==> src/rtl/reg_bank_pkg.sv <==
// Shared limits and one-hot select helpers for the parametrised register bank.
package reg_bank_pkg;

   localparam int N_MAX = 32;
   localparam int W_MAX = 64;
   localparam int IDX_W = $clog2(N_MAX);

   // A write is valid only when exactly one select bit is set.
   function automatic logic is_onehot(input logic [N_MAX-1:0] sel);
      return (sel != '0) && ((sel & (sel - 1'b1)) == '0);
   endfunction

   function automatic logic [IDX_W-1:0] onehot_idx(input logic [N_MAX-1:0] sel);
      logic [IDX_W-1:0] idx;
      idx = '0;
      for (int i = 0; i < N_MAX; i++) begin
         if (sel[i]) idx = IDX_W'(i);
      end
      return idx;
   endfunction

endpackage

==> src/rtl/reg_word.sv <==
// Single W-bit register with synchronous active-low reset and load enable.
module reg_word #(
   parameter int W = 16
) (
   input  logic         clk,
   input  logic         rst_n,
   input  logic         ena,
   input  logic [W-1:0] d,
   output logic [W-1:0] q
);

   always_ff @(posedge clk) begin
      if (!rst_n) q <= '0;
      else if (ena) q <= d;
   end

endmodule

==> src/rtl/reg_bank_param.sv <==
// N x W register bank: one-hot bus writes, two registered read ports with
// write-through bypass, per-register dirty flags and sticky select error.
module reg_bank_param
   import reg_bank_pkg::*;
#(
   parameter  int N  = 8,
   parameter  int W  = 16,
   localparam int AW = $clog2(N)
) (
   input  logic           clk,
   input  logic           rst_n,
   input  logic [N-1:0]   reg_sel,
   input  logic [W-1:0]   bus,
   input  logic [AW-1:0]  rd_addr_a,
   input  logic [AW-1:0]  rd_addr_b,
   output logic [W-1:0]   rd_data_a,
   output logic [W-1:0]   rd_data_b,
   output logic [N*W-1:0] q_flat,
   output logic [N-1:0]   dirty,
   input  logic [N-1:0]   dirty_clr,
   output logic           sel_err
);

   logic [N_MAX-1:0] sel_ext;
   logic             wr_ok;
   logic [IDX_W-1:0] wr_idx;
   logic [W-1:0]     q [N];
   logic [W-1:0]     rd_nxt_a;
   logic [W-1:0]     rd_nxt_b;

   assign sel_ext = N_MAX'(reg_sel);
   assign wr_ok   = is_onehot(sel_ext);
   assign wr_idx  = onehot_idx(sel_ext);

   for (genvar i = 0; i < N; i++) begin : g_word
      reg_word #(.W(W)) u_word (
         .clk   (clk),
         .rst_n (rst_n),
         .ena   (reg_sel[i] & wr_ok),
         .d     (bus),
         .q     (q_flat[i*W +: W])
      );
      assign q[i] = q_flat[i*W +: W];
   end

   // Addresses at or beyond N match no register and read back as zero.
   always_comb begin
      rd_nxt_a = '0;
      rd_nxt_b = '0;
      for (int i = 0; i < N; i++) begin
         if (rd_addr_a == AW'(i)) rd_nxt_a = q[i];
         if (rd_addr_b == AW'(i)) rd_nxt_b = q[i];
      end
      if (wr_ok && (32'(rd_addr_a) == 32'(wr_idx))) rd_nxt_a = bus;
      if (wr_ok && (32'(rd_addr_b) == 32'(wr_idx))) rd_nxt_b = bus;
   end

   always_ff @(posedge clk) begin
      if (!rst_n) begin
         rd_data_a <= '0;
         rd_data_b <= '0;
      end else begin
         rd_data_a <= rd_nxt_a;
         rd_data_b <= rd_nxt_b;
      end
   end

   // A write and a clear on the same register in one cycle leaves it dirty.
   always_ff @(posedge clk) begin
      if (!rst_n) begin
         dirty   <= '0;
         sel_err <= 1'b0;
      end else begin
         dirty <= (dirty & ~dirty_clr) | (wr_ok ? reg_sel : '0);
         if ((reg_sel != '0) && !wr_ok) sel_err <= 1'b1;
      end
   end

endmodule

==> config.mk <==
export PLATFORM = sky130hd
export DESIGN_NAME = reg_bank_param
export DESIGN_NICKNAME = d
export VERILOG_FILES = /design/src/rtl/reg_bank_pkg.sv /design/src/rtl/reg_word.sv /design/src/rtl/reg_bank_param.sv
export SDC_FILE = /design/constraint.sdc
export NUM_CORES = 1
export LEC_CHECK = 0
export ABC_AREA = 1
export CELL_PAD_IN_SITES_DETAIL_PLACEMENT = 1
export CELL_PAD_IN_SITES_GLOBAL_PLACEMENT = 2
export CORE_MARGIN = 5
export CORE_UTILIZATION = 28
export DETAILED_ROUTE_END_ITERATION = 6
export PLACE_DENSITY = 0.95
export SETUP_SLACK_MARGIN = 0.3
export SLEW_MARGIN = 20
export SYNTH_ARGS = -nofsm -noshare
export SYNTH_HDL_FRONTEND = slang
export SYNTH_SLANG_ARGS = --single-unit
==> constraint.sdc <==
create_clock -name clk -period 3.15 [get_ports clk]
set_clock_uncertainty 0.15 [all_clocks]
set_input_delay 0.63 -clock clk [delete_from_list [all_inputs] [get_ports clk]]
set_output_delay 0.63 -clock clk [all_outputs]
set_load 0.005 [all_outputs]
* After elaboration in Yosys (flattened, before gate mapping)
Cells that the tools add are included.
** Word-level totals
- Input port bits :: 40
- Output and inout bits :: 169
- Register bits after elaboration :: 169
- Logic and storage cells :: 77
** Cells by class
- Reductions and logical operators :: 10
- Add/subtract/negate cells :: 1
- Bitwise operators :: 12
- Muxes and demuxes :: 26
- Equality and inequality tests :: 16
** Operators by type and width (count)
- 2-to-1 mux 16 bit :: 18
- AND 8 x 32 -> 32 bit :: 1
- logical NOT 32 bit :: 1
- nonzero test 32 bit :: 1
- 2-to-1 mux 5 bit :: 6
- == test 3 bit, second input constant :: 8
- == test 3 x 2 -> 1 bit, second input constant :: 4
- == test 3 x 5 -> 1 bit :: 2
- subtractor 8 x 1 -> 9 bit, second input constant :: 1
- AND 1 bit :: 8
- AND 8 bit :: 1
- 2-to-1 mux 8 bit :: 1
- inverter 8 bit :: 1
- bitwise OR 8 bit :: 1
- nonzero test 8 bit :: 1
- == test 3 x 1 -> 1 bit, second input constant :: 2
- logical NOT 3 bit :: 2
- logical AND 1 bit :: 4
- logical NOT 1 bit :: 1
- 2-to-1 mux 1 bit :: 1

* Depth between registers and ports, before layout
Gate-level depths: netlist of the first run.
- Depth after elaboration :: 10
- Gate-level depth with buffers :: 13
- Gate-level depth less buffers :: 13

* Hierarchy
A second synthesis of the first run with hierarchy kept.
** Second synthesis, totals
- Cells, all modules :: 1602
- Area, all modules :: 9650.5 um^2
** By module, submodules not included
- reg_word :: area an instance 674.4 um^2, cells an instance 101, seq. area each 320.3 um^2, instances 8
- reg_bank_param :: area an instance 4255.3 um^2, cells an instance 794, seq. area each 820.8 um^2, instances 1

* Least setup slack after synthesis of the first run
OpenSTA, ideal clock, no wires.
- Path type :: input to register
- Start point :: input port reg_sel[4]
- End point :: register rd_data_b[11]
- Data required time :: 2.888 ns
- Library setup time :: 0.112 ns
- Cell stages on the path :: 9
- Buffers on the path :: 1
- Slack :: 0.925 ns
- Data arrival time :: 1.963 ns
- Path through :: nor2_2 nand2_1 o21bai_2 nand3_4 nor2_4 buf_4 nand3_1 nand2_1 nor2_1
** Between the ends
- Cells in the longest elaborated chain, start to end :: 7
- Elaborated cells between the ends (all ways) :: 12
- Those cells by class :: 1 x add/sub; 1 x eq/ne; 5 x mux; 1 x bitwise; 4 x reduce/logical
** RTL lines
- start, declared :: line reg_bank_param.sv:12 : input logic [N-1:0] reg_sel,
- parallel branches: the longest is 5 deep, another holds subtractor 8 x 1 -> 9 bit
- logical AND 1 bit (*) :: line reg_bank_param.sv:55 : if (wr_ok && (32'(rd_addr_b) == 32'(wr_idx))) rd_nxt_b = bus;
- 2-to-1 mux 16 bit (*) :: line reg_bank_param.sv:55
- end signal, assigned :: line reg_bank_param.sv:64 : rd_data_b <= rd_nxt_b;
- end, declared :: line reg_bank_param.sv:17 : output logic [W-1:0] rd_data_b,
Mark *: on every way between the ends.
A chain may end at the register's enable or synchronous reset.

* Final worst setup path of the first run
- Start point :: input port reg_sel[2]
- End point :: register rd_data_a[13]
** Between the ends
- Cells in the longest elaborated chain, start to end :: 9
- Elaborated cells between the ends (all ways) :: 14
- Those cells by class :: 1 x add/sub; 1 x eq/ne; 7 x mux; 1 x bitwise; 4 x reduce/logical
** RTL lines
- parallel branches: the longest is 7 deep, another holds subtractor 8 x 1 -> 9 bit
- logical AND 1 bit (*) :: line reg_bank_param.sv:54 : if (wr_ok && (32'(rd_addr_a) == 32'(wr_idx))) rd_nxt_a = bus;
- 2-to-1 mux 16 bit (*) :: line reg_bank_param.sv:54
- end signal, assigned :: line reg_bank_param.sv:63 : rd_data_a <= rd_nxt_a;
- end, declared :: line reg_bank_param.sv:16 : output logic [W-1:0] rd_data_a,
Marked as above.

==> results of run 1 <==
cell type report:
type	instances	area, sq um
tap	384	480.5
clock inverter	14	148.9
clock buffer	18	439.2
sequential	169	3383
multi-input combinational	860	3988
timing repair buffer	248	2517
inverter	101	381.6
fill	3613	17210
cells by family (layout without fill, tap and decap cells):
kind of cell	Yosys count	after routing	share of synthesized area [%]
compound gates	303	303	19.17
flops	169	169	42.05
simple gates	557	557	30.07
buf+inv	167	381	8.708
stage by stage:
step / setup WS (ns) / instances / total power, mW / area (sq um)
6_report: 0.5605 / 1794 / 4.783 / 11340
5_1_grt: 0.4095 / 1794 / 4.960 / 11340
4_1_cts: 0.5483 / 1794 / 4.831 / 11340
3_5_place_dp: 0.1441 / 1762 / 2.669 / 10750
3_3_place_gp: 0.1480 / 1762 / 2.660 / 10750
2_1_floorplan: 0.9253 / 1196 / 2.431 / 8046
placed cells by master, fill, tap and decap left out, types with 8 or more instances in the layout:
master,n
nand4_1,21
clkinv_1,18
nand3_1,114
nor2_4,10
dfxtp_1,169
clkdlybuf4s50_1,207
nand2_1,256
inv_1,81
buf_4,30
a21oi_1,147
buf_12,11
clkbuf_16,17
o21a_1,8
nor2_1,136
o21ai_0,144
power by group through the flow:
stage	combinational, mW	clock, mW	sequential, mW
6_report	0.438	2.16	2.18
5_1_grt	0.476	2.30	2.19
4_1_cts	0.439	2.21	2.18
3_5_place_dp	0.437	0	2.23
3_3_place_gp	0.428	0	2.23
2_1_floorplan	0.204	0	2.23
metal layers:
layer	routed length (um)	up-vias	share of wire (%)
li1	-	4330	-
met1	14220	4504	41
met2	18080	231	52
met3	1591	63	4.5
met4	1180	0	3.4
met5	0	-	0
tightest hold or removal path, cell delays in order (launching register included):
cell,delay (ns)
dfxtp_1,0.33
o21ai_0,0.08
inv_1,0.05
state kept, by name, indices dropped and copies added, names as in the netlist:
name,cells
g_word.u_word.q,128
rd_data_a,16
rd_data_b,16
dirty,8
sel_err,1
worst max path at each step:
stage               depth (start not counted)  slack [ns]             to
floorplan                                   9        0.93  rd_data_b[11]
global placement                           12        0.15   rd_data_a[1]
detailed placement                         12        0.14  rd_data_a[13]
CTS                                        12        0.55  rd_data_a[15]
global route                               12        0.41   rd_data_a[1]
finish                                     12        0.56  rd_data_a[13]
==> summary.md, run 1 <==
| Metric | Value |
|---|---|
| Status | finished, final reports clean |
| PwrDens | 421.9 nW/um^2 |
| Clock share of power | 45.2% |
| Core box area | 28550 sq um |
| Worst Path Arrival | 2.79 ns |
| Post-Route Utilization | 39.72% |
| Net Count, Synth | 1236 |
| # DRC | 0 |
| Internal power | 3.522 mW |
| Number of DRC markers in iteration 0 | 512 |
| CP Max Fanout | 10 |
| CTS H-tree depth | 4 |
| Mean post-synth cell area | 6.728 sq um |
| TritonCTS Buffers | 17 |
| Largest delay contributor family on the critical path | simple AND/OR/NAND/NOR gates |
| Final layout net count | 1437 |
| Fraction of layout cells with a size suffix above 1 | 7.021% |
| CP Launch Point | reg_sel[2] |
| Slew Limit Fails | 0 |
| Peak supply drop | 0.3421 mV |
| Root Buffer | clkbuf_16 |
| RSZ-0062 raised after global routing | no |
| Synthesis Warnings | 0 |
| Final period utilization | 82.21% |
| DRT Pass-1 Iters | 5 |
| Initial Util | 28.19% |
| Fmax | 386.2 MHz |
| Max cap viols | 0 |
| Antenna Nets Post-Route | 0 |
| Worst hold path cell count | 2 |
| Area Growth Syn to Fin | 40.91% |
| Worst slew margin | 36.70% |
| Post-synthesis sequential area ratio | 42.05% |
| CTS Hold Buffers Added | 0 |
| Die ar. | 32230 sq um |
| Post-synth top area cell | dfxtp_1 |
| Clock sinks | 169 |
| Row count | 62 |
| Slowest stage delay, CP | 0.46 ns |
| Reg clk slew, reported paths | 0.07 ns |
| Reg power frac | 45.6% |
| Grt ovf | 0 |
| Yosys top cell area share | 42.05% |
| I/O pin cnt | 209 |
| Critical Path, Cell by Cell | clkdlybuf4s50_1 > nor2_2 > inv_1 > nand2_1 > nand2_1 > nor2_2 > nand3_4 > nor2_4 > nand2_4 > clkinv_2 > nor2_1 > nor2_1 |
| Initial antenna violation count | 0 |
| Async SR Flop Fraction | 0% |
| Met3 track demand over resource | 4.547% |
| Worst-Margin Slew | 0.9422 ns |
| Pin count of the biggest net entering global routing | 58 |
| Vias in the first global route | 9472 |
| Yosys reg bits | 169 |
| CTS tree | built |
| Hpwl dp | 26630 um |
| GR Util All Layers | 21.28% |
| Kind of critical path | primary input to flip-flop |
| Leak | 4.310 nW |
| Port Buffers | 208 |
| Net Sw Frac | 26.38% |
| Mapped Cells | 1196 |
| R2R Setup Slk | 1.72 ns |
| Clock Latency Late Sink | 0.43 ns |
| Die X | 179.5 um |
| GRT Max-Usage Layer | met2 |
| Met1 Resource Use GR | 24.62% |
| Synth cell types | 23 |
| Crit path max-delay cell type | clkdlybuf4s50_1 |
| Post-synth top cells | nand2_1, dfxtp_1, a21oi_1 |
| Global-route wire length before repair | 54790 um |
| R2R Path End | rd_data_a[1] |
| Final min period | 2.590 ns |
| WL final | 35060 um |
| CP bufs+invs | 3 |
| Drt wl/cell | 19.55 um |
| Setup bufs post-CTS | 0 |
| Combinational Power Share | 9.2% |
| Synth area leaders | dfxtp_1, nand2_1, a21oi_1 |
| GR met2 Demand/Resource | 38.48% |
| Antenna Cells | 0 |
| Reg2Reg Launch Point | g_word[0].u_word.q[1] |
| Startpoint class of the critical path | primary input |
| Worst Setup End Kind | flip-flop |
| Die Height | 179.5 um |
| Most numerous cell in the Yosys netlist | nand2_1 |
| Vias post-DR | 9128 |
| HP Start | sel_err |
| Worst hold path type | flip-flop to flip-flop |
| Routed vias/inst | 5.088 |
| CTS max path bufs | 2 |
| Final hold vios | 0 |
| Setup TNS | 0 ns |
| Post_cts resized | 0 |
| Cell Area, Synth | 8046 sq um |
| Final Wtd Congestion | 0.8876 |
| Critical Path RT | 3.35 ns |
| Worst hold endpoint | sel_err |
| Hold slack final | 0.3337 ns |
| Final setup viols | 0 |
| Net load switching power | 1.262 mW |
| Post-synth EDFFs | 0 |
| Main synth FF type | dfxtp_1 |
| Reg2Reg Depth | 8 |
Power figures use the tool's default switching activity.
==> inputs of run 2 (changes only) <==
CORE_UTILIZATION = 24   (was 28)
PLACE_DENSITY = 0.89   (was 0.95)
clock period = 2.2 ns   (was 3.15 ns; I/O delays follow)
==> summary.md, run 2 (synthesized netlist as in run 1, its figures left out) <==
| Metric | Value |
|---|---|
| Root Buffer | clkbuf_16 |
| R2R Path End | rd_data_b[15] |
| Reg clk slew, reported paths | 0.07 ns (about the same) |
| Largest delay contributor family on the critical path | buffers and inverters |
| Clock Latency Late Sink | 0.45 ns (+0.02 ns) |
| CP Max Fanout | 2 (-8) |
| Grt ovf | 0 (unchanged) |
| I/O pin cnt | 209 (unchanged) |
| Clock share of power | 44.3% (-0.9 points) |
| # DRC | 0 (unchanged) |
| R2R Setup Slk | 0.68 ns (-1.04 ns) |
| Critical Path, Cell by Cell | clkdlybuf4s50_1 |
| Worst slew margin | 62.23% (+26 points) |
| Vias in the first global route | 10320 (+8.9%) |
| Slowest stage delay, CP | 0.50 ns (+0.04 ns) |
| Row count | 67 (+8.1%) |
| Vias post-DR | 9934 (+8.8%) |
| Slew Limit Fails | 0 (unchanged) |
| Final WS setup | 0.3253 ns (-0.2352 ns) |
| CTS max path bufs | 2 (unchanged) |
| Max cap viols | 0 (unchanged) |
| Area Growth Syn to Fin | 61.39% |
| Biggest regs | g_word.u_word.q: 128 flops, rd_data_a: 16 flops, rd_data_b: 16 flops |
| Net load switching power | 1.976 mW (+57%) |
| Max reg flops | 128 (unchanged) |
| GR Util All Layers | 21.74% (+0.46 points) |
| RSZ-0062 raised after global routing | no |
| Clock sinks | 169 (unchanged) |
| Antenna Nets Post-Route | 0 (unchanged) |
| Global-route wire length before repair | 60800 um (+11%) |
| Final layout net count | 1564 (+8.8%) |
| Kind of critical path | flip-flop to primary output |
| Worst-Margin Slew | 0.5660 ns (-0.3762 ns) |
| Core box area | 33280 sq um (+17%) |
| Crit path max-delay cell type | clkdlybuf4s50_1 |
| Number of DRC markers in iteration 0 | 571 (+12%) |
| Worst hold path cell count | 3 (+1) |
| Startpoint class of the critical path | flip-flop |
| Status | finished, final reports clean |
| Place WS | -0.4107 ns (-0.5549 ns) |
| Reg power frac | 44.3% (-1.3 points) |
| Worst hold path type | primary input to flip-flop |
| Combinational Power Share | 11.3% (+2.1 points) |
| Fraction of layout cells with a size suffix above 1 | 24.07% (+17 points) |
| CTS Hold Buffers Added | 0 (unchanged) |
| Leak | 6.213 nW (+44%) |
| PwrDens | 537.3 nW/um^2 (+27%) |
| Pin count of the biggest net entering global routing | 54 (-6.9%) |
| CTS tree | built |
| Reg2Reg Depth | 7 (-1) |
| Drt wl/cell | 21.26 um (+8.8%) |
| TritonCTS Buffers | 17 (unchanged) |
| Fmax | 533.4 MHz |
| DRT Pass-1 Iters | 5 (unchanged) |
| Die Height | 193.1 um (+7.6%) |
| Critical Path RT | 1.61 ns (-1.74 ns) |
| Final min period | 1.875 ns |
| Net Sw Frac | 28.31% (+1.9 points) |
| Worst hold endpoint | g_word[2].u_word.q[8] |
| Port Buffers | 208 (unchanged) |
| Biggest register | g_word.u_word.q |
| Final Wtd Congestion | 0.8358 (-5.8%) |
| CTS H-tree depth | 4 (unchanged) |
| Total power draw | 6.977 mW (+46%) |
| Post-Route Utilization | 39.02% (-0.70 points) |
| Reg2Reg Launch Point | g_word[3].u_word.q[15] |
| Worst Path Arrival | 1.28 ns (-1.51 ns) |
| Initial Util | 24.18% (-4.0 points) |
| Final setup viols | 0 (unchanged) |
| Commonest non-fill, non-tap cells in the layout | nand2_1, a21oi_1, o21ai_0 |
| Final instance area | 12990 sq um (+15%) |
| CP bufs+invs | 1 (-2) |
| Worst Setup End Kind | primary output |
| Internal power | 5.002 mW (+42%) |
| Die ar. | 37290 sq um (+16%) |
| Routed vias/inst | 5.005 (-1.6%) |
| Final hold vios | 0 (unchanged) |
| Die X | 193.1 um (+7.6%) |
| Final period utilization | 85.22% |
| WL final | 42200 um (+20%) |
| HP Start | rst_n |
| Hpwl dp | 29870 um (+12%) |
| Initial antenna violation count | 0 (unchanged) |
| Peak supply drop | 0.5614 mV (+64%) |
| Commonest non-fill, non-tap cell in the layout | nand2_1 |
| Placed inst area | 11430 sq um (+6.3%) |
| Fill count | 4129 (+14%) |
| Antenna Cells | 0 (unchanged) |
==> run 2: cell count changes in the layout (fill, tap and decap cells not counted), moves of 30 or more <==
| cell | previous run | this run |
|---|---|---|
| clkdlybuf4s50_1 | 207 | 43 |
| dfxtp_1 | 169 | 61 |
| buf_4 | 30 | 123 |
| dfxtp_2 | 0 | 78 |
| dfxtp_4 | 0 | 30 |
| dlygate4sd2_1 | 0 | 128 |
==> run 2: metal layers <==
layer  up-vias  track usage (%)  share of wire (%)
met3        75            4.267                6.0
met5         -                0                  0
li1       4619                -                  -
met1      4934            24.60                 38
met4         0            8.007                3.4
met2       306            40.36                 52
==> run 2: repair_timing <==
action / in CTS / in global routing
cloned: 7 / 5
endpoints found under the setup margin: 319 / 193
setup buffers: 48 / 8
resized for setup: 299 / 72
pin swaps: 9 / 13
==> run 2: area by class of cell <==
class	instances	area, sq um	area share (%)
repair inverters	1	6.256	0.04817
clock inverters	15	161.4	1.243
inverters	101	389.1	2.996
repair buffers	374	3737	28.78
clock buffers	17	425.4	3.276
well taps	448	560.5	4.316
flip-flops and latches	169	3593	27.67
multi-input cells	860	4113	31.67
==> run 2: metrics by stage <==
stage	cells	TNS (ns)	hold slack (ns)
after floorplan	1196	0	0.3154
after global placement	1885	-49.84	0.3181
after detailed placement	1885	-59.93	0.3275
after CTS	1972	0	0.1790
after global routing	1985	0	0.2039
final	1985	0	0.2067
==> run 2: worst max-delay path by stage <==
stage,slack [ns],cells past startpoint,from,end
2_1_floorplan,0.24,11,reg_sel[2],rd_data_b[10]
3_3_place_gp,-0.37,13,reg_sel[2],rd_data_a[3]
3_5_place_dp,-0.41,13,reg_sel[2],rd_data_a[8]
4_1_cts,0.28,11,reg_sel[5],g_word[7].u_word.q[10]
5_1_grt,0.28,13,reg_sel[0],g_word[7].u_word.q[7]
6_report,0.33,1,g_word[1].u_word.q[4],q_flat[20]
==> run 2: power by group through the flow <==
stage,registers [mW],clock network (mW),logic [mW]
floorplan,3.19,0,0.299
global placement,3.20,0,0.721
global route,3.10,3.29,0.849
CTS,3.09,3.16,0.774
finish,3.09,3.09,0.791
detailed placement,3.20,0,0.734
==> inputs of run 3 (changes only) <==
PLACE_DENSITY = 0.88   (was 0.89)
SYNTH_HIERARCHICAL = 1   (was unset)
==> summary.md, run 3 <==
| Metric | Value |
|---|---|
| Status | finished, final reports clean |
| Max reg flops | 128 (unchanged) |
| TritonCTS Buffers | 17 (unchanged) |
| Max cap viols | 0 (unchanged) |
| Fraction of layout cells with a size suffix above 1 | 21.57% (-2.5 points) |
| WL final | 43550 um (+3.2%) |
| Peak supply drop | 0.4779 mV (-15%) |
| Reg2Reg Depth | 7 (unchanged) |
| Final hold vios | 0 (unchanged) |
| Mapped Cells | 1602 (+34%) |
| Reg2Reg Launch Point | g_word[3].u_word/q[2] |
| Worst hold endpoint | dirty[3] |
| Hpwl dp | 33810 um (+13%) |
| Yosys reg bits | 169 (unchanged) |
| PwrDens | 497.3 nW/um^2 (-7.4%) |
| Synthesis Warnings | 6 (+6) |
| Die Height | 210.5 um (+9.0%) |
| Post-synth top area cell | dfxtp_1 |
| Cell count after placement | 2371 (+26%) |
| Row count | 73 (+9.0%) |
| Routed vias/inst | 4.503 (-10%) |
| Reg clk slew, reported paths | 0.07 ns (about the same) |
| Port Buffers | 208 (unchanged) |
| Total power draw | 7.004 mW (+0.39%) |
| CP Max Fanout | 7 (+5) |
| Vias post-DR | 10990 (+11%) |
| DRT Pass-1 Iters | 4 (-1) |
| Fill count | 5133 (+24%) |
| Clock Latency Late Sink | 0.45 ns (about the same) |
| Worst slew margin | 66.57% (+4.3 points) |
| Synth cell types | 29 (+26%) |
| Main synth FF type | dfxtp_1 |
| Core box area | 39730 sq um (+19%) |
| Post-synth top cells | nand2_1, nor2_1, inv_1 |
| Initial antenna violation count | 1 (+1) |
| Final layout net count | 1942 (+24%) |
| Final setup viols | 0 (unchanged) |
| I/O pin cnt | 209 (unchanged) |
| Pin count of the biggest net entering global routing | 63 (+17%) |
| Leak | 7.251 nW (+17%) |
| Global-route wire length before repair | 66590 um (+9.5%) |
| HP Start | reg_sel[3] |
| Worst hold path cell count | 4 (+1) |
| Combinational Power Share | 13.2% (+1.9 points) |
| Antenna Nets Post-Route | 0 (unchanged) |
| Most numerous cell in the Yosys netlist | nand2_1 |
| Yosys top cell area share | 35.06% (-7.0 points) |
| Post-synthesis sequential area ratio | 35.06% (-7.0 points) |
| Mean post-synth cell area | 6.024 sq um (-10%) |
| Post-synth EDFFs | 0 (unchanged) |
| Worst hold path type | primary input to flip-flop |
| CTS max path bufs | 2 (unchanged) |
| Reg area | 3677 sq um (+2.3%) |
| Internal power | 4.981 mW (-0.40%) |
| Drt wl/cell | 17.85 um (-16%) |
| Worst Setup End Kind | flip-flop |
| Biggest regs | g_word.u_word/q: 128 flops, rd_data_a: 16 flops, rd_data_b: 16 flops |
| Final min period | 1.842 ns (-0.03283 ns) |
| Grt ovf | 0 (unchanged) |
| Reg power frac | 43.7% (-0.6 points) |
| Commonest non-fill, non-tap cells in the layout | nand2_1, nor2_1, inv_1 |
| Multi-input logic area | 4863 sq um (+18%) |
| Net load switching power | 2.023 mW (+2.4%) |
| Slew Limit Fails | 0 (unchanged) |
| Final Wtd Congestion | 0.8902 (+6.5%) |
| Worst-Margin Slew | 0.4977 ns (-0.06829 ns) |
| Cell Area, Synth | 9651 sq um (+20%) |
| Root Buffer | clkbuf_16 |
| Net Count, Synth | 1642 (+33%) |
| CP Launch Point | rd_addr_a[1] |
| Commonest non-fill, non-tap cell in the layout | nand2_1 |
| R2R Path End | rd_data_b[2] |
| Kind of critical path | primary input to flip-flop |
| Fmax | 542.9 MHz (+1.8%) |
| Die ar. | 44320 sq um (+19%) |
| Biggest register | g_word.u_word/q |
| Final period utilization | 83.72% (-1.5 points) |
| Area Growth Syn to Fin | 45.95% |
| Async SR Flop Fraction | 0% (unchanged) |
| Clock sinks | 169 (unchanged) |
| Critical Path RT | 2.40 ns (+0.79 ns) |
| Die X | 210.5 um (+9.0%) |
| RSZ-0062 raised after global routing | no |
| CTS Hold Buffers Added | 0 (unchanged) |
| Non-filler cells, final | 2440 (+23%) |
| CTS tree | built |
| Synth area leaders | dfxtp_1, nand2_1, nor2_1 |
| Number of DRC markers in iteration 0 | 526 (-7.9%) |
| R2R Setup Slk | 0.73 ns (+0.05 ns) |
| Clock share of power | 43.0% (-1.3 points) |
| CTS H-tree depth | 4 (unchanged) |
| Initial Util | 24.29% (+0.11 points) |
| Startpoint class of the critical path | primary input |
| GR Util All Layers | 19.38% (-2.4 points) |
| Worst Path Arrival | 2.04 ns (+0.76 ns) |
| Antenna Cells | 0 (unchanged) |
| # DRC | 0 (unchanged) |
| Vias in the first global route | 11550 (+12%) |
| Net Sw Frac | 28.88% (+0.57 points) |
==> run 3: changes by cell type after synthesis, moves of 10 or more <==
cell	change
buf_2	-10
clkinv_1	-17
inv_1	+152
nor2_1	+195
buf_6	+25
o21ai_0	-122
nor2_2	+53
a21oi_1	-117
clkbuf_1	-13
nand2_1	+248
==> run 3: repair_timing <==
item / 4_1_cts / 5_1_grt
pin swaps: 9 / 8
cloned: 1 / 0
buffers inserted: 35 / 1
endpoints found under the setup margin: 318 / 86
resized for setup: 356 / 35
==> run 3: power groups by stage <==
stage | logic [mW] | registers [mW] | clock network, mW
after floorplan | 0.434 | 3.19 | 0
after global placement | 0.892 | 3.21 | 0
after detailed placement | 0.920 | 3.21 | 0
after CTS | 0.928 | 3.06 | 3.12
after global routing | 1.02 | 3.07 | 3.25
final | 0.927 | 3.06 | 3.01
==> run 3: worst max path at each step <==
stage / end / slack, ns / cells past startpoint
2_1_floorplan: g_word[0].u_word/q[14] / 0.35 / 13
3_3_place_gp: rd_data_b[1] / -0.37 / 14
3_5_place_dp: rd_data_a[12] / -0.42 / 10
4_1_cts: rd_data_b[12] / 0.30 / 1
5_1_grt: g_word[6].u_word/q[10] / 0.30 / 12
6_report: rd_data_a[9] / 0.36 / 12
==> run 3: through the flow <==
step           cell area [sq um]  hold WS, ns  worst slack, ns  setup TNS (ns)  util [%]
6_report                   14080       0.2896           0.3581               0     35.45
3_3_place_gp               12950       0.2975          -0.3686          -43.80     32.58
2_1_floorplan               9651       0.3096           0.3484               0         -
5_1_grt                    14080       0.2893           0.3001               0     35.45
4_1_cts                    14000       0.2602           0.3016               0     35.24
3_5_place_dp               12950       0.3048          -0.4150          -55.25     32.58
==> run 3: worst max-delay path: stages <==
cell and delay [ns]:
dlygate4sd2_1 0.31, buf_4 0.22, inv_2 0.05, buf_4 0.15
nand2_1 0.08, nand3_2 0.11, nor2_8 0.20, buf_12 0.13
buf_12 0.12, nand3_1 0.09, nand2_2 0.09, nor2_1 0.05
==> run 3: layer usage <==
metal  GRT usage, %  part of all wire (%)
met1          22.68                    41
met2          35.57                    52
met3          4.063                   4.8
met4          5.679                   2.7
met5              0                 0.016
==> run 3: final cells by class <==
class / count / share of cell area [%]
flip-flops and latches: 169 / 26.11
inverters: 245 / 6.716
clock buffers: 17 / 3.020
clock inverters: 15 / 1.004
repair buffers: 356 / 23.96
multi-input cells: 1113 / 34.53
well taps: 525 / 4.664
==> run 3: cells by family (layout without fill, tap and decap cells) <==
family	after synthesis	after routing	share of synthesized area (%)
flip-flops	169	169	35.06
buffers and inverters	320	633	15.45
AND/OR/NAND/NOR	1060	1060	46.62
AO/OA/AOI/OAI	53	53	2.865
